===== config.mk =====
export PLATFORM = sky130hd
export DESIGN_NAME = vend_sequencer
export DESIGN_NICKNAME = d
export VERILOG_FILES = /design/src/rtl/vend_sequencer.sv
export SDC_FILE = /design/constraint.sdc
export NUM_CORES = 1
export LEC_CHECK = 0
export ABC_AREA = 1
export BUFFER_PORTS_ARGS = -buffer_cell sky130_fd_sc_hd__buf_2
export CORE_ASPECT_RATIO = 1.1
export CORE_MARGIN = 5
export CORE_UTILIZATION = 32
export DETAILED_ROUTE_END_ITERATION = 12
export HOLD_SLACK_MARGIN = 0.12
export SYNTH_ARGS = -nofsm -noshare
export SYNTH_HDL_FRONTEND = slang
export SYNTH_SLANG_ARGS = --single-unit

===== constraint.sdc =====
create_clock -name clk -period 2.36 [get_ports clk]
set_clock_uncertainty 0.1 [all_clocks]
set_input_delay 0.236 -clock clk [delete_from_list [all_inputs] [get_ports clk]]
set_output_delay 0.236 -clock clk [all_outputs]
set_load 0.02 [all_outputs]

===== src/rtl/vend_sequencer.sv =====
// vend_sequencer: transaction controller for a multi-item vending machine.
// Accumulates coin credit, keeps a writable price table, checks selections
// against credit, then runs the dispenser handshake followed by one change
// handshake per remaining credit unit.
//
// Ports:
//   clk, rst          clock (rising edge), asynchronous active-high reset
//   coin_in           00 none, 01 one unit, 10 two units, 11 invalid coin
//   sel_valid/item    one-cycle selection strobe and item index
//   cancel            one-cycle refund request
//   cfg_we/item/price price-table write port, usable in any state
//   disp_req/item/ack dispenser handshake
//   chg_req/ack       change-hopper handshake, one unit per ack
//   credit            current credit (registered)
//   busy              high while dispensing or returning change
//   coin_reject       one-cycle pulse for a coin that was not accepted
//
// Optional build macro VEND_TIMEOUT_EN: adds an inactivity timer in COLLECT
// that forces a full refund after TIMEOUT_CYC quiet cycles.
module vend_sequencer #(
  parameter int NUM_ITEMS     = 4,
  parameter int PRICE_W       = 4,
  parameter int CREDIT_W      = 4,
  parameter int DEFAULT_PRICE = 3,
  parameter int TIMEOUT_CYC   = 1024,
  localparam int SEL_W        = $clog2(NUM_ITEMS)
) (
  input  logic                clk,
  input  logic                rst,
  input  logic [1:0]          coin_in,
  input  logic                sel_valid,
  input  logic [SEL_W-1:0]    sel_item,
  input  logic                cancel,
  input  logic                cfg_we,
  input  logic [SEL_W-1:0]    cfg_item,
  input  logic [PRICE_W-1:0]  cfg_price,
  output logic                disp_req,
  output logic [SEL_W-1:0]    disp_item,
  input  logic                disp_ack,
  output logic                chg_req,
  input  logic                chg_ack,
  output logic [CREDIT_W-1:0] credit,
  output logic                busy,
  output logic                coin_reject
);

  localparam int CMP_W = (PRICE_W > CREDIT_W) ? PRICE_W : CREDIT_W;

  typedef enum logic [1:0] {IDLE, COLLECT, DISPENSE, CHANGE} state_t;

  state_t              state_q, state_d;
  logic [CREDIT_W-1:0] credit_q, credit_d;
  logic                disp_req_q, disp_req_d;
  logic [SEL_W-1:0]    disp_item_q, disp_item_d;
  logic                chg_req_q, chg_req_d;
  logic                busy_q, busy_d;
  logic                coin_reject_q, coin_reject_d;
  logic [PRICE_W-1:0]  price_q [NUM_ITEMS];
  logic [PRICE_W-1:0]  price_d [NUM_ITEMS];

  logic                coin_valid;
  logic [CREDIT_W:0]   coin_sum;
  logic [CMP_W-1:0]    credit_ext, price_ext;
  logic                activity;
  logic                timeout_hit;

  // 01 and 10 are the only coins with a value; 11 is a bad coin.
  assign coin_valid = coin_in[0] ^ coin_in[1];
  // Extra top bit of the sum flags a coin that would overflow the credit.
  assign coin_sum   = {1'b0, credit_q} + {{(CREDIT_W-1){1'b0}}, coin_in};
  assign credit_ext = CMP_W'(credit_q);
  assign price_ext  = CMP_W'(price_q[sel_item]);
  assign activity   = (coin_in != 2'b00) || sel_valid;

`ifdef VEND_TIMEOUT_EN
  localparam int TMR_W = $clog2(TIMEOUT_CYC + 1);
  logic [TMR_W-1:0] timer_q, timer_d;

  assign timeout_hit = (timer_q == TMR_W'(TIMEOUT_CYC - 1)) && !activity;

  // Counts quiet cycles spent in COLLECT; cleared by any coin or selection
  // and whenever COLLECT is entered or left.
  always_comb begin
    timer_d = '0;
    if (state_q == COLLECT && state_d == COLLECT && !activity)
      timer_d = timer_q + TMR_W'(1);
  end

  always_ff @(posedge clk or posedge rst) begin
    if (rst) timer_q <= '0;
    else     timer_q <= timer_d;
  end
`else
  assign timeout_hit = 1'b0;
`endif

  always_comb begin
    state_d       = state_q;
    credit_d      = credit_q;
    disp_req_d    = disp_req_q;
    disp_item_d   = disp_item_q;
    coin_reject_d = (coin_in == 2'b11);
    price_d       = price_q;

    case (state_q)
      IDLE: begin
        if (coin_valid) begin
          if (coin_sum[CREDIT_W]) begin
            coin_reject_d = 1'b1;
          end else begin
            credit_d = coin_sum[CREDIT_W-1:0];
            state_d  = COLLECT;
          end
        end
      end
      COLLECT: begin
        if (cancel) begin
          coin_reject_d = coin_reject_d | coin_valid;
          state_d       = (credit_q != '0) ? CHANGE : IDLE;
        end else if (coin_valid) begin
          // A coin always wins over a same-cycle selection.
          if (coin_sum[CREDIT_W]) coin_reject_d = 1'b1;
          else                    credit_d      = coin_sum[CREDIT_W-1:0];
        end else if (timeout_hit) begin
          state_d = CHANGE;
        end else if (sel_valid && credit_ext >= price_ext) begin
          // Price is deducted here, so later table writes cannot touch it.
          credit_d    = CREDIT_W'(credit_ext - price_ext);
          disp_item_d = sel_item;
          disp_req_d  = 1'b1;
          state_d     = DISPENSE;
        end
      end
      DISPENSE: begin
        coin_reject_d = coin_reject_d | coin_valid;
        if (disp_ack) begin
          disp_req_d = 1'b0;
          state_d    = (credit_q != '0) ? CHANGE : IDLE;
        end
      end
      CHANGE: begin
        coin_reject_d = coin_reject_d | coin_valid;
        if (chg_req_q && chg_ack) begin
          credit_d = credit_q - CREDIT_W'(1);
          if (credit_d == '0) state_d = IDLE;
        end
      end
    endcase

    // Old price remains visible to a selection made in the same cycle.
    if (cfg_we) price_d[cfg_item] = cfg_price;

    chg_req_d = (state_d == CHANGE) && (credit_d != '0);
    busy_d    = (state_d == DISPENSE) || (state_d == CHANGE);
  end

  always_ff @(posedge clk or posedge rst) begin
    if (rst) begin
      state_q       <= IDLE;
      credit_q      <= '0;
      disp_req_q    <= 1'b0;
      disp_item_q   <= '0;
      chg_req_q     <= 1'b0;
      busy_q        <= 1'b0;
      coin_reject_q <= 1'b0;
      for (int i = 0; i < NUM_ITEMS; i++) price_q[i] <= PRICE_W'(DEFAULT_PRICE);
    end else begin
      state_q       <= state_d;
      credit_q      <= credit_d;
      disp_req_q    <= disp_req_d;
      disp_item_q   <= disp_item_d;
      chg_req_q     <= chg_req_d;
      busy_q        <= busy_d;
      coin_reject_q <= coin_reject_d;
      price_q       <= price_d;
    end
  end

  assign disp_req    = disp_req_q;
  assign disp_item   = disp_item_q;
  assign chg_req     = chg_req_q;
  assign credit      = credit_q;
  assign busy        = busy_q;
  assign coin_reject = coin_reject_q;

endmodule


### Yosys cells after proc, flatten, opt, wreduce, memory -nomap -nowiden

Index checks and enable logic that the tools add are counted.

* word-level logic and storage cells: 79
* output and inout bits: 10
* register bits: 28

* bitwise operators: 6
* multiplexer cells: 32
* eq/ne operators: 10
* $lt $le $gt $ge: 4
* reduce and logical (&&, ||, !) cells: 13
* add/sub/neg operators: 3

Operators with widths (number)
* 2-to-1 mux 4 bit: 9
* 2-to-1 mux 2 bit: 9
* bitwise mux 16 bit: 1
* case mux 4 bit (3 select lines): 1
* equality test 2 bit, second input constant: 5
* binary-select mux 4 bit (select 2 bit): 1
* demux 4 bit (select 2 bit): 1
* inequality test 2 bit, second input constant: 4
* case mux 2 bit (4 select lines): 1
* nonzero test 4 bit: 2
* 2-to-1 mux 1 bit: 7
* greater-or-equal comparator 3 bit, second input constant: 2
* NOT 2 -> 3 bit: 2
* adder 4 x 2 -> 5 bit: 1
* AND reduction 5 bit: 1
* greater-or-equal comparator 4 bit: 1
* logical AND 1 bit: 4
* logical NOT 4 bit: 1
* AND reduction 4 bit: 1
* subtractor 4 x 1 -> 4 bit, second input constant: 1
* subtractor 4 bit: 1
* < comparator 3 x 1 -> 1 bit, second input constant: 1
* case mux 1 bit (3 select lines): 1
* equality test 2 x 1 -> 1 bit, second input constant: 1
* other kinds (8): 9

### Longest topological paths before layout

Gate-level depths: netlist of run 1.

* word-level depth: 12
* gate-level depth with buffers: 21

### Worst setup path before layout of run 1

No wires, ideal clock.

* path type: input -> register
* from: in sel_item[0]
* to: reg chg_req_q, in the netlist chg_req
* setup slack: 0.002 ns
* path buffers: 1
* arrival: 2.143 ns
* required time: 2.145 ns
* stages: 20
* path through: clkbuf_1 > clkinv_1 > o21ai_0 > o22ai_1 > ha_1 > inv_1 > fa_1 > inv_1 > nand2_1 > nand2_1 > nand2_2 > nand3_2 > nand2_1 > nand2_1 > nand2_1 > nand2_1 > nor2_2 > nand2_1 > nor2_1 > nor2_1

* word-level cells in the longest chain between the ends: 12
* elaborated cells on any way between the ends: 18
* those cells by class: 1 x add/sub; 1 x order compare; 1 x eq/ne; 11 x mux; 1 x bitwise; 3 x reduce/logical

RTL lines
* start, declared: line 32 `input logic [SEL_W-1:0] sel_item,`
* NOT 2 -> 3 bit (implied by the code) *: line 72 `assign price_ext = CMP_W'(price_q[sel_item]);`
* binary-select mux 4 bit (select 2 bit) *: line 72
* 2-to-1 mux 4 bit (implied by the code) * (2 in series): line 72
* greater-or-equal comparator 4 bit: line 126 `end else if (sel_valid && credit_ext >= price_ext) begin`
* logical AND 1 bit: line 126
* 2-to-1 mux 2 bit or 2-to-1 mux 4 bit (tied branches): line 126
* 2-to-1 mux 2 bit or 2-to-1 mux 4 bit (tied branches): line 120 `end else if (coin_valid) begin`
* 2-to-1 mux 2 bit or 2-to-1 mux 4 bit (tied branches): line 117 `if (cancel) begin`
* case mux 2 bit (4 select lines) or case mux 4 bit (3 select lines) (tied branches): line 105 `case (state_q)`
* equality test 2 bit or nonzero test 4 bit (tied branches): line 153 `chg_req_d = (state_d == CHANGE) && (credit_d != '0);`
* logical AND 1 bit *: line 153
* net chg_req_d: line 55 `logic chg_req_q, chg_req_d;`
* end signal, assigned: line 172 `chg_req_q <= chg_req_d;`
* end, declared: line 55

The timed path passes the listed nets; every way through them passes the cells marked *. The select of a mux whose other input is x is not followed.
A chain may end at the register's enable or synchronous reset.

### Worst setup path in the final report of run 1

* from: reg price_q[0] in the netlist's numbering
* to: reg credit_q[0], in the netlist credit[0]

* word-level cells in the longest chain between the ends: 9
* elaborated cells on any way between the ends: 10
* those cells by class: 1 x add/sub; 1 x order compare; 7 x mux; 1 x reduce/logical

RTL lines
* start, declared: line 58 `logic [PRICE_W-1:0] price_q [NUM_ITEMS];`
* start signal, assigned: line 175 `price_q <= price_d;`
* binary-select mux 4 bit (select 2 bit) *: line 72
* 2-to-1 mux 4 bit (implied by the code) * (2 in series): line 72
* greater-or-equal comparator 4 bit: line 126
* logical AND 1 bit: line 126
* 2-to-1 mux 4 bit *: line 126
* 2-to-1 mux 4 bit *: line 120
* 2-to-1 mux 4 bit *: line 117
* case mux 4 bit (3 select lines) *: line 105
* net credit_d[0]: line 52 `logic [CREDIT_W-1:0] credit_q, credit_d;`
* end signal, assigned: line 169 `credit_q <= credit_d;`
* end, declared: line 52

Marked as above.

==> results.md, run 1 <==
* GRT overflow at 0
* MaxCap Viol Count at 0
* Initial antenna violation count at 0
* Fin crit period at 2534 ps
* Synth cell types at 31
* Post-Synthesis Cells at 284
* Cts bufs inserted at 3
* Max IR drop VDD at 0.0004374 V
* Initial DRC Count at 116
* 1st-pass router iterations at 4
* H-tree depth at 1
* Worst reg-to-reg path cell count at 19
* Worst slew pin tran at 384.9 ps
* Hold Slack at 137.8 ps
* First-pass GRT wire length at 8418 microns
* CP Launch Point: price_q[0]$_DFFE_PP1P_
* Startpoint types: register
* Register area at 710.7 sq um
* RePlAce Congestion at 0.8819
* CTS tree: done
* Dpl ws at -139.4 ps
* Cell Area, Placed at 2311 sq um
* IO Count at 27
* Metal-1 WL at 2251 microns
* Status: complete, but fails checks
* Largest family of logic cells by synthesized area: simple AND/OR/NAND/NOR gates
* Non-filler cells, final at 412
* Syn avg cell area at 6.983 sq um
* Critical Path AT at 2650 ps
* Post-synthesis mux area share at 0.5047%
* Die height at 92.57 microns
* Vias/cell at 4.716
* Hold WC Path Type: in2reg
* Top sig layer: met4
* Core area at 6118 sq um
* Netlist Area Pre-Place at 1983 sq um
* Synth Area in Adders at 8.328%
* Clk sink count at 28
* R2R setup slack at -170 ps
* Met3 wire length at 253 microns
* Remaining antenna violation count at 0
* Seq/Total Area, Yosys at 35.84%
* Failing checks: setup timing
* Via count at 1,943
* Most frequent cells in the layout: 94 x nand2_1, 29 x inv_1, 26 x buf_2
* WL/cell at 12.53 microns
* Fmax at 394.6 MHz
* DRT Wirelength at 5162 microns
* Post-synthesis compound-gate area fraction at 13.38%
* Post-synth net total at 313
* Final WS setup at -174.3 ps
* XOR/XNOR share of the synthesized area at 1.325%
* Cell family with most CP delay: simple AND/OR/NAND/NOR gates
* Port-buffer cells at 26
* Yosys Warn Count at 0
* P&R area growth vs syn at 25.80%
* Static leakage at 1.313 nW
* Crit-path cells: nor2_2 -> o22ai_2 -> ha_2 -> inv_2 -> fa_2 -> inv_2 -> nand2_1 -> nand2_1 -> nand2_2 -> buf_4 -> nand3_4 -> nand2_2 -> nand2_2 -> nand2_1 -> nand2_1 -> nand2_2 -> buf_6 -> buf_6 -> inv_1
* Nets at 362
* CP Buf/Inv Count at 6
* Clk slew on worst S/H paths at 90 ps
* Critical Path End Type: register
* Crit Reg-Reg Endpoint: credit[0]$_DFF_PP0_
* PD cells at 1258 nW/um^2
* Slew margin rel. at 74.34%
* Initial Util at 32.41%
* Total GRT Usage at 12.93%
* Share of cells above drive strength 1 at 29.82%
* Post-Layout Inst Area at 2495 sq um
* Fin. Hold Viols at 0
* Final core occ at 40.78%
* Clock latency on the worst-skew pair at 270 ps
* Post-Synth Simple-Gate Area at 31.74%
* Met2 routed WL at 2607 microns
* Synthesized flop and latch total at 28
* Critical Path Sink: credit[0]$_DFF_PP0_
* Period Utilization, post-route at 107.4%
* Largest net degree at the start of global routing at 29
* Levels on crit path at 19
* Power Total at 3.138 mW
* Slowest cell on the critical path: dfstp_2
* Multi-input logic area at 1176 sq um
* Slew Viols, Final at 0
* Worst EP required at 2480 ps
* Worst r2r src: price_q[0]$_DFFE_PP1P_
* Number of remaining DRC errors at 0
* Setup TNS at -458.6 ps
* Vias in the first global route at 1,853
* # fillers at 687
* Clock Path Buffers at 2
* Most common cell after layout, fill and taps aside: nand2_1
* Hpwl dp at 3915 microns
* CP max stage delay at 550 ps
* CTS root buf: clkbuf_8
* Diodes inserted at 0
* Crit path max fanout at 4
* RSZ-0062 raised after global routing: yes
* Die X-Extent at 85.06 microns
* Placed cells at 403
* Crit path kind: reg2reg
* Final setup violating endpoints at 6
* Die ar. at 7874 sq um
* Rows at 30
-- layout make-up --
class / count / area share, %
repair buffers: 46 / 12.09
well taps: 80 / 4.012
clock inverters: 1 / 0.1505
flip-flops and latches: 28 / 28.49
multi-input cells: 211 / 47.14
inverters: 43 / 6.469
clock buffers: 3 / 1.655
-- synth_stat cells --
library cell	n	area, sq um
buf_6	1	11.26
nand2_1	104	390.4
mux2i_1	1	10.01
nor2_1	21	78.83
nand4_1	2	12.51
inv_1	34	127.6
xor2_1	1	8.760
o21ai_0	21	105.1
inv_2	8	30.03
clkinv_1	1	3.750
xnor2_1	2	17.52
dfstp_2	8	210.2
nand2_2	1	6.260
ha_1	10	125.1
a21oi_1	9	45.04
nand3_2	2	20.02
dfrtp_1	20	500.5
o21a_1	2	15.01
nand3_1	16	80.08
a32o_1	3	30.03
fa_1	2	40.04
or2_1	1	6.260
o21ai_2	1	8.760
o21ai_1	3	15.01
nor2_2	2	12.51
a21oi_2	2	17.52
o22ai_1	1	6.260
nor2_4	2	22.52
o2111ai_2	1	15.01
o211ai_1	1	7.510
clkbuf_1	1	3.750
-- worst min-delay path by stage --
stage	from	to	slack [ps]	cells past startpoint
3_5_place_dp	rst	price_q[14]$_DFFE_PP0P_	230	3
4_1_cts	cfg_price[1]	price_q[5]$_DFFE_PP1P_	130	3
6_report	cfg_price[1]	price_q[13]$_DFFE_PP1P_	140	3
5_1_grt	cfg_price[1]	price_q[1]$_DFFE_PP1P_	140	3
3_3_place_gp	rst	price_q[6]$_DFFE_PP0P_	220	3
2_1_floorplan	rst	busy$_DFF_PP0_	200	1
-- kinds of logic after synthesis --
| logic type | after synthesis |
|---|---|
| AOI/OAI and AO/OA | 44 |
| xor gates and xnor gates | 3 |
| adders and majority gates | 12 |
| buffers and inverters | 45 |
| DFF | 28 |
| muxes | 1 |
| and+or+nand+nor | 151 |
-- worst min-delay path, stage by stage --
cell     delay, ps
buf_2           90
inv_1           80
o21ai_0         90
-- timing repair --
item,in CTS,in global routing
buffers inserted,1,5
hold endpoints to repair,20,0
endpoints found under the setup margin,8,10
hold buffers,1,0
pin swaps,4,18
resized for setup,11,24
-- metal layers --
metal | up-vias | global-route usage (%)
met5 | - | 0
met4 | 0 | 2.902
met3 | 4 | 2.402
met2 | 50 | 23.06
met1 | 888 | 16.03
li1 | 1001 | -
-- registers in the layout, indices dropped and copies added, names as in the netlist --
| signal | cells |
|---|---|
| credit | 4 |
| chg_req | 1 |
| disp_item | 2 |
| price_q | 16 |
| state_q | 2 |
| coin_reject | 1 |
| busy | 1 |
| disp_req | 1 |
-- power breakdown --
part           leakage [nW]  switching (mW)  internal (mW)
clock                0.0231           0.146          0.117
sequential            0.329           0.124          0.645
combinational         0.961            1.22          0.883
Note: power is estimated with default switching activity, not from simulation.
==> inputs of run 2 (changes only) <==
REMOVE_ABC_BUFFERS = 1   (was default)
==> results.md, run 2 (synthesized netlist as in run 1, its figures left out) <==
* Status: complete, but fails checks
* Failing checks: setup timing
* Die X-Extent at 85.06 microns
* Most frequent cells in the layout: 94 x nand2_1, 29 x inv_1, 26 x buf_2
* Comb power frac at 65.8%
* Slew Viols, Final at 0
* DRT Wirelength at 5070 microns
* Fin crit period at 2485 ps
* Placed cells at 404
* Core area at 6118 sq um
* Remaining antenna violation count at 0
* Via count at 1,974
* Diodes inserted at 0
* WL/cell at 12.31 microns
* CP most frequent cell: nand2_1
* Hold Slack at 138.8 ps
* MaxCap Viol Count at 0
* Slew margin rel. at 75.51%
* Hpwl dp at 3999 microns
* Sequential Power Share at 25.4%
* Crit path max fanout at 2
* CP Buf/Inv Count at 3
* Number of remaining DRC errors at 0
* Cell family with most CP delay: simple AND/OR/NAND/NOR gates
* Switching power total at 1.450 mW
* Post-Layout Inst Area at 2476 sq um
* IO Count at 27
* Fmax at 402.4 MHz
* Fin. Hold Viols at 0
* CTS root buf: clkbuf_8
* Die height at 92.57 microns
* Dpl ws at -128.1 ps
* Cell Area, Placed at 2318 sq um
* Final core occ at 40.47%
* Crit path kind: reg2reg
* Max IR drop VDD at 0.0004460 V
* Critical Path End Type: register
* Int Pwr at 1.579 mW
* Clock share of power at 8.8%
* Worst slew pin tran at 367.4 ps
* Clock Path Buffers at 2
* Worst EP required at 2430 ps
* Slowest cell on the critical path: dfstp_2
* Nets at 362
* Initial Util at 32.41%
* CP max stage delay at 550 ps
* Initial antenna violation count at 0
* Port-buffer cells at 26
* P&R area growth vs syn at 24.86%
* Most common cell after layout, fill and taps aside: nand2_1
* Total GRT Usage at 12.91%
* Clock latency on the worst-skew pair at 270 ps
* Max FFs per register at 16
* First-pass GRT wire length at 8418 microns
* Vias/cell at 4.791
* Hold WC Path Type: in2reg
* Static leakage at 1.309 nW
* Final WS setup at -125.0 ps
* Vias in the first global route at 1,944
* H-tree depth at 1
* 1st-pass router iterations at 4
* Clk slew on worst S/H paths at 100 ps
* Die ar. at 7874 sq um
* Largest net degree at the start of global routing at 29
* Cts bufs inserted at 3
* Power Total at 3.029 mW
* PD cells at 1223 nW/um^2
* Non-filler cells, final at 412
* Rows at 30
* Period Utilization, post-route at 105.3%
* Setup TNS at -330.8 ps
* Startpoint types: register
* RePlAce Congestion at 0.8468
* Final setup violating endpoints at 5
* CTS tree: done
* GRT overflow at 0
* Clk sink count at 28
* Crit-path cells: o21ai_2 -> o22ai_2 -> ha_2 -> inv_2 -> fa_2 -> buf_4 -> xnor2_2 -> nand4_1 -> nand2_1 -> inv_1 -> nand2_1 -> nand2_1 -> nand2_1 -> nand2_1 -> nor2_1 -> nor2_1
* Net Sw Frac at 47.88%
* Share of cells above drive strength 1 at 29.22%
* Initial DRC Count at 95
* Largest Register: price_q
* RSZ-0062 raised after global routing: yes
* Critical Path AT at 2560 ps
[run 2: cell type report]
class,instances,area [sq um]
clock buffers,3,41.29
inverters,43,163.9
multi-input cells,211,1170
repair buffers,46,286.5
clock inverters,1,3.754
fillers,670,3642
well taps,80,100.1
flip-flops and latches,28,710.7
[run 2: power by group through the flow]
stage          clock network, mW  logic [mW]  registers (mW)
2_1_floorplan                  0        1.07           0.894
3_3_place_gp                   0        1.77           0.774
3_5_place_dp                   0        1.80           0.780
4_1_cts                    0.280        1.89           0.771
5_1_grt                    0.298        2.23           0.797
6_report                   0.266        1.99           0.770
[run 2: repair_timing]
item / in CTS / in global routing
endpoints found under the setup margin: 8 / 10
hold buffers: 1 / 0
setup buffers: 1 / 2
gates resized for setup: 12 / 19
cloned: 0 / 0
endpoints found under the hold margin: 20 / 0
pin swaps: 3 / 16
[run 2: per-layer routing]
| metal | GRT usage (%) | up-vias | part of all wire (%) |
|---|---|---|---|
| met4 | 4.485 | 0 | 2.3 |
| met5 | 0 | - | 0 |
| met2 | 23.32 | 44 | 50 |
| met3 | 2.313 | 14 | 4.5 |
| met1 | 15.13 | 908 | 43 |
| li1 | - | 1008 | - |
[run 2: tightest hold or removal path, stage by stage]
cell and delay, ps:
buf_2 90, inv_1 80, o21ai_0 100
[run 2: worst paths after layout]
| check | depth (start not counted) | slack (ps) | startpoint | endpoint |
|---|---|---|---|---|
| setup / recovery | 16 | -130 | price_q[4]$_DFFE_PP1P_ | chg_req$_DFF_PP0_ |
| hold / removal | 3 | 140 | cfg_price[1] | price_q[13]$_DFFE_PP1P_ |
| setup reg to reg | 16 | -130 | price_q[4]$_DFFE_PP1P_ | chg_req$_DFF_PP0_ |
| hold reg to reg | 2 | 390 | disp_item[0]$_DFFE_PP0P_ | disp_item[0]$_DFFE_PP0P_ |
| max in group asynchronous | 4 | 1390 | rst | price_q[4]$_DFFE_PP1P_ |
| min in group asynchronous | 4 | 460 | rst | price_q[15]$_DFFE_PP0P_ |
